--- config.mk ---
export PLATFORM = sky130hd
export DESIGN_NAME = alu_operand_loader
export DESIGN_NICKNAME = d
export VERILOG_FILES = /design/src/rtl/alu_operand_loader.sv
export SDC_FILE = /design/constraint.sdc
export NUM_CORES = 1
export LEC_CHECK = 0
export CAP_MARGIN = 10
export CORE_UTILIZATION = 30
export CTS_CLUSTER_SIZE = 8
export DETAILED_ROUTE_END_ITERATION = 10
export SETUP_SLACK_MARGIN = 0.3
export SKIP_LAST_GASP = 1
export SYNTH_ARGS = -nofsm -noshare
export SYNTH_HDL_FRONTEND = slang
export SYNTH_SLANG_ARGS = --single-unit
--- constraint.sdc ---
create_clock -name clk -period 1.8 [get_ports clk]
set_input_delay 0.27 -clock clk [delete_from_list [all_inputs] [get_ports clk]]
set_output_delay 0.27 -clock clk [all_outputs]
set_load 0.02 [all_outputs]
--- src/rtl/alu_operand_loader.sv ---
// alu_operand_loader
//
// Builds one ALU operation (operand A, operand B, opcode) from six operand
// switches and four opcode switches. Each value is captured by pressing the
// load button. A clear button returns to an empty entry at any point.
//
// Configuration macro: LOADER_DEBOUNCE_EN
//   defined   - each synchronized button level must hold for DEBOUNCE_CYCLES
//               consecutive cycles before it is accepted
//   undefined - the accepted level is the synchronized level, and
//               DEBOUNCE_CYCLES has no effect
//
// Ports
//   clk        system clock, rising edge
//   rst_n      asynchronous active-low reset
//   sw         operand switches (raw)
//   op_sw      opcode switches (raw)
//   btn_load   load push-button (raw, asynchronous, active-high)
//   btn_clear  clear push-button (raw, asynchronous, active-high)
//   a, b       registered operands for the ALU
//   op_code    registered opcode for the ALU
//   valid      a/b/op_code together form a complete, legal operation
//   stage      current entry state (S_A/S_B/S_OP/S_RDY), drives status LEDs
//   op_err     one-cycle pulse when an opcode above 4'b1011 is rejected
module alu_operand_loader #(
  parameter int DEBOUNCE_CYCLES = 20000
) (
  input  logic       clk,
  input  logic       rst_n,
  input  logic [5:0] sw,
  input  logic [3:0] op_sw,
  input  logic       btn_load,
  input  logic       btn_clear,
  output logic [5:0] a,
  output logic [5:0] b,
  output logic [3:0] op_code,
  output logic       valid,
  output logic [1:0] stage,
  output logic       op_err
);

  localparam int         NUM_BTN   = 2;
  localparam int         BTN_LOAD  = 0;
  localparam int         BTN_CLEAR = 1;
  localparam logic [3:0] OP_MAX    = 4'b1011;

  typedef enum logic [1:0] {
    S_A   = 2'b00,
    S_B   = 2'b01,
    S_OP  = 2'b10,
    S_RDY = 2'b11
  } state_t;

  logic [NUM_BTN-1:0] btn_raw;
  logic [NUM_BTN-1:0] level;
  logic [NUM_BTN-1:0] press;
  logic [1:0]         fill_reg;

  assign btn_raw = {btn_clear, btn_load};

  // Shifts in ones after reset. Once fill_reg[1] is set, the synchronizers
  // hold real button samples instead of their reset zeros.
  always_ff @(posedge clk or negedge rst_n) begin
    if (!rst_n) begin
      fill_reg <= '0;
    end else begin
      fill_reg <= {fill_reg[0], 1'b1};
    end
  end

  generate
    if (DEBOUNCE_CYCLES < 1) begin : g_param_check
      $error("DEBOUNCE_CYCLES must be at least 1");
    end

    genvar gi;
    for (gi = 0; gi < NUM_BTN; gi++) begin : g_btn
      logic sync1_reg;
      logic sync2_reg;
      logic level_prev_reg;
      logic armed_reg;

`ifdef LOADER_DEBOUNCE_EN
      localparam int               CNT_W    = $clog2(DEBOUNCE_CYCLES + 1);
      localparam logic [CNT_W-1:0] CNT_LAST = CNT_W'(DEBOUNCE_CYCLES - 1);

      logic [CNT_W-1:0] cnt_reg;
      logic             accepted_reg;

      // The level is accepted on the DEBOUNCE_CYCLES-th consecutive cycle
      // of disagreement. Any cycle of agreement restarts the count.
      always_ff @(posedge clk or negedge rst_n) begin
        if (!rst_n) begin
          cnt_reg      <= '0;
          accepted_reg <= 1'b0;
        end else if (sync2_reg == accepted_reg) begin
          cnt_reg <= '0;
        end else if (cnt_reg == CNT_LAST) begin
          accepted_reg <= sync2_reg;
          cnt_reg      <= '0;
        end else begin
          cnt_reg <= cnt_reg + 1'b1;
        end
      end

      assign level[gi] = accepted_reg;
`else
      assign level[gi] = sync2_reg;
`endif

      // A button is armed only after it has been seen released following
      // reset. This stops a button held through reset from producing a press.
      always_ff @(posedge clk or negedge rst_n) begin
        if (!rst_n) begin
          sync1_reg      <= 1'b0;
          sync2_reg      <= 1'b0;
          level_prev_reg <= 1'b0;
          armed_reg      <= 1'b0;
        end else begin
          sync1_reg      <= btn_raw[gi];
          sync2_reg      <= sync1_reg;
          level_prev_reg <= level[gi];
          if (fill_reg[1] && !sync2_reg) begin
            armed_reg <= 1'b1;
          end
        end
      end

      assign press[gi] = level[gi] & ~level_prev_reg & armed_reg;
    end
  endgenerate

  // Entry FSM together with its operand and opcode registers.
  state_t     state_reg, state_next;
  logic [5:0] a_reg, a_next;
  logic [5:0] b_reg, b_next;
  logic [3:0] op_reg, op_next;
  logic       valid_reg, valid_next;
  logic       op_err_reg, op_err_next;
  logic       load_ev;
  logic       clear_ev;

  assign load_ev  = press[BTN_LOAD];
  assign clear_ev = press[BTN_CLEAR];

  always_ff @(posedge clk or negedge rst_n) begin
    if (!rst_n) begin
      state_reg  <= S_A;
      a_reg      <= '0;
      b_reg      <= '0;
      op_reg     <= '0;
      valid_reg  <= 1'b0;
      op_err_reg <= 1'b0;
    end else begin
      state_reg  <= state_next;
      a_reg      <= a_next;
      b_reg      <= b_next;
      op_reg     <= op_next;
      valid_reg  <= valid_next;
      op_err_reg <= op_err_next;
    end
  end

  always_comb begin
    state_next  = state_reg;
    a_next      = a_reg;
    b_next      = b_reg;
    op_next     = op_reg;
    valid_next  = valid_reg;
    op_err_next = 1'b0;
    // A clear always wins. A load in the same cycle is dropped.
    if (clear_ev) begin
      state_next = S_A;
      a_next     = '0;
      b_next     = '0;
      op_next    = '0;
      valid_next = 1'b0;
    end else if (load_ev) begin
      unique case (state_reg)
        S_A: begin
          a_next     = sw;
          state_next = S_B;
        end
        S_B: begin
          b_next     = sw;
          state_next = S_OP;
        end
        S_OP: begin
          if (op_sw <= OP_MAX) begin
            op_next    = op_sw;
            valid_next = 1'b1;
            state_next = S_RDY;
          end else begin
            op_err_next = 1'b1;
          end
        end
        S_RDY: begin
          // A load here starts a new entry, with A already captured.
          a_next     = sw;
          valid_next = 1'b0;
          state_next = S_B;
        end
        default: state_next = S_A;
      endcase
    end
  end

  assign a       = a_reg;
  assign b       = b_reg;
  assign op_code = op_reg;
  assign valid   = valid_reg;
  assign stage   = state_reg;
  assign op_err  = op_err_reg;

endmodule
==> flow_metrics.py <==
metrics = {
    "finish": {
        "drive_above_1_share_pct": 13.3,
        "fill_cells": 345,
        "area_delta_synth_final_pct": 43.1,
        "diodes": 0,
        "fin_util_pct": 46.2,
        "nNetsFinal": 160,
    },
    "status": {
        "status": "finished clean",
    },
    "pwr": {
        "switching_share_pct": 26.6,
        "vdd_drop_max_mv": 0.468,
        "combPwrFrac_pct": 19.3,
        "power.switching_uw": 475,
        "p_leak_uw": 0.000910,
        "powerDensity_nw_per_um2": 1020,
        "p_int_uw": 1310,
        "p_clk_share_pct": 36.6,
        "seq_power_share_pct": 44.1,
    },
    "global_route": {
        "grt_max_degree": 31,
        "use_met2_pct": 19.4,
        "grt_pass1_vias": 906,
        "top_usage_layer": "met2",
        "antenna_found_initial": 0,
        "grt-ovfl-total": 0,
        "use_met1_pct": 16.3,
        "grt_use_met3_pct": 5.90,
        "grt_pass1_wl_mm": 4.12,
        "grt_usage_pct": 13.1,
    },
    "timing": {
        "rsz0062_at_grt": "no",
        "fin_crit_sh_pct": 80.3,
        "tns_ps": 0,
        "finalCriticalPeriod_ps": 1450,
        "max_freq_mhz": 691,
        "slew_viol_final": 0,
        "hold_viol_final": 0,
        "setup_viol": 0,
        "fin_skew_ps": 5.67,
    },
    "clocking": {
        "ctsRootBufferMaster": "clkbuf_8",
        "path_clk_slew_ps": 60,
        "cts_tree": "built",
        "cts.sinks": 30,
        "cts_buffer_depth": 2,
        "htreeDepth": 2,
        "clock_latency_ps": 280,
        "cts_buffers": 5,
    },
    "floorplan": {
        "num_rows": 22,
        "io_pins": 34,
        "core_area_um2": 3770,
        "initial_core_util_pct": 32.3,
        "die_h_um": 65.7,
        "die_x_um": 65.7,
        "die_area_um2": 4320,
    },
    "setup_path": {
        "endpoint_kind": "output port",
        "timing.rr.end": "stage[0]",
        "crit_type": "register to output port",
        "slowest_delay_ps": 590,
        "cp.arrival_ps": 1180,
        "r2r-start": "stage[0]",
        "reg2reg_slack_ps": 390,
        "worst_ep_required_time_ps": 1530,
        "endpoint": "op_err",
        "ff2ff_path_depth": 5,
        "path_delay_family": "buffers and inverters",
        "crit_slowest_cell": "clkdlybuf4s50_1",
        "critical_path_peak_fanout": 1,
        "path_cells": "clkdlybuf4s50_1",
        "start_kind": "register",
        "critical_path.startpoint": "op_err",
        "cp.depth": 1,
        "path_buf_inv": 1,
    },
    "synth": {
        "synth_top_cells_by_area": "dfrtp_1 62%, mux2i_1 9.9%, nor2_1 4.6%, ha_1 4.1%, nand4b_1 2.2%",
        "synthesis.nets": 117,
        "syn-cell-area_um2": 1220,
        "ys_seq_elements": 30,
        "ys.flop_type": "dfrtp_1",
        "yosysMostFrequentCell": "dfrtp_1",
        "async_reset_ff_share_pct": 100,
        "synthTopCellsByCount": "30 x dfrtp_1, 15 x nor2_1, 12 x mux2i_1",
        "ys_types": 23,
        "synth_edf_count": 0,
        "yosys.area.top_type": "dfrtp_1",
        "synthCells": 99,
        "syn_area_per_cell_um2": 12.3,
        "synth_top_cell_area_share_pct": 61.7,
        "yosysWarnings": 0,
        "yosysSeqAreaShare_pct": 61.7,
    },
    "route": {
        "avgViaCountPerCell": 4.65,
        "drc": 0,
        "antenna_left": 0,
        "post_drt_wl_per_cell_um": 12.9,
        "drt_iter0_markers": 50,
        "wl_mm": 2.46,
        "via_count": 888,
        "drt_pass1_iterations": 4,
    },
    "place": {
        "numPortBuffers": 33,
        "gp_congestion": 0.746,
        "hpwl_mm": 1.68,
    },
    "hold_path": {
        "hold_path.class": "register to register",
    },
    "job": {
        "maxCapViolations": 0,
    },
}
[cell families after synthesis]
| kind of cell | share of synthesized area, % |
|---|---|
| adders and majority gates | 4.11 |
| other | 0.308 |
| buffers and inverters | 1.85 |
| and+or+nand+nor | 14.9 |
| muxes | 9.87 |
| AOI/OAI and AO/OA | 7.30 |
| DFF | 61.7 |
[layout make-up]
cell class | count | area [µm²] | share of cell area [%]
Sequential cell | 30 | 753 | 43.2
Multi-Input combinational cell | 63 | 459 | 26.4
Timing Repair Buffer | 37 | 340 | 19.5
Clock buffer | 6 | 72.6 | 4.17
Tap cell | 48 | 60.1 | 3.45
Clock inverter | 2 | 37.5 | 2.16
Inverter | 5 | 18.8 | 1.08
[what timing repair did]
item	CTS	global route
gates resized for setup	19	4
hold endpoints to repair	0	0
endpoints found under the setup margin	31	4
hold buffers	0	0
setup buffers	2	0
[worst min-delay path by stage]
| stage | from | end | depth (start not counted) |
|---|---|---|---|
| 6_report | g_btn[0].sync1_reg | g_btn[0].sync2_reg | 0 |
| 5_1_grt | g_btn[0].sync1_reg | g_btn[0].sync2_reg | 0 |
| 4_1_cts | g_btn[0].sync1_reg | g_btn[0].sync2_reg | 0 |
| 3_5_place_dp | g_btn[0].sync1_reg | g_btn[0].sync2_reg | 0 |
| 3_3_place_gp | fill_reg[0] | fill_reg[1] | 0 |
| 2_1_floorplan | rst_n | a[0] | 0 |
[power by group through the flow]
| stage | combinational (µW) | sequential (µW) | clock, µW |
|---|---|---|---|
| 2_1_floorplan | 115 | 864 | 0 |
| 6_report | 345 | 786 | 653 |
| 3_3_place_gp | 372 | 798 | 0 |
| 3_5_place_dp | 376 | 798 | 0 |
| 5_1_grt | 380 | 796 | 708 |
| 4_1_cts | 344 | 787 | 676 |
[per-layer routing]
metal / wire length [µm] / up-vias
li1: - / 433
met1: 1100 / 419
met5: 0 / -
met4: 23 / 0
met3: 193 / 2
met2: 1130 / 34
[layout by cell type (no fill, tap or decap), drive strengths merged, types with 2 or more instances in the layout]
cell           synthesis  final
dlygate4sd2            0     19
nand3                  3      3
ha                     4      4
nand2                  2      2
nand3b                 2      2
a21o                   2      2
nor2                  15     15
o221a                  2      2
clkbuf                 1      6
mux2i                 12     12
inv                    5      5
nand4b                 3      3
a21oi                  4      4
buf                    0      4
dfrtp                 30     30
or3                    2      2
clkdlybuf4s50          0     14
o21ai                  5      5
[stage by stage]
step	power, µW	hold slack [ps]	instances	worst slack, ps	instance area (µm²)
after detailed placement	1170	336	181	130	1620
final	1780	348	191	354	1740
after CTS	1810	351	191	335	1720
after global placement	1170	334	181	165	1620
after global routing	1880	355	191	308	1740
after floorplan	979	-25.6	99	303	1220
Note: power is estimated with default switching activity, not from simulation.
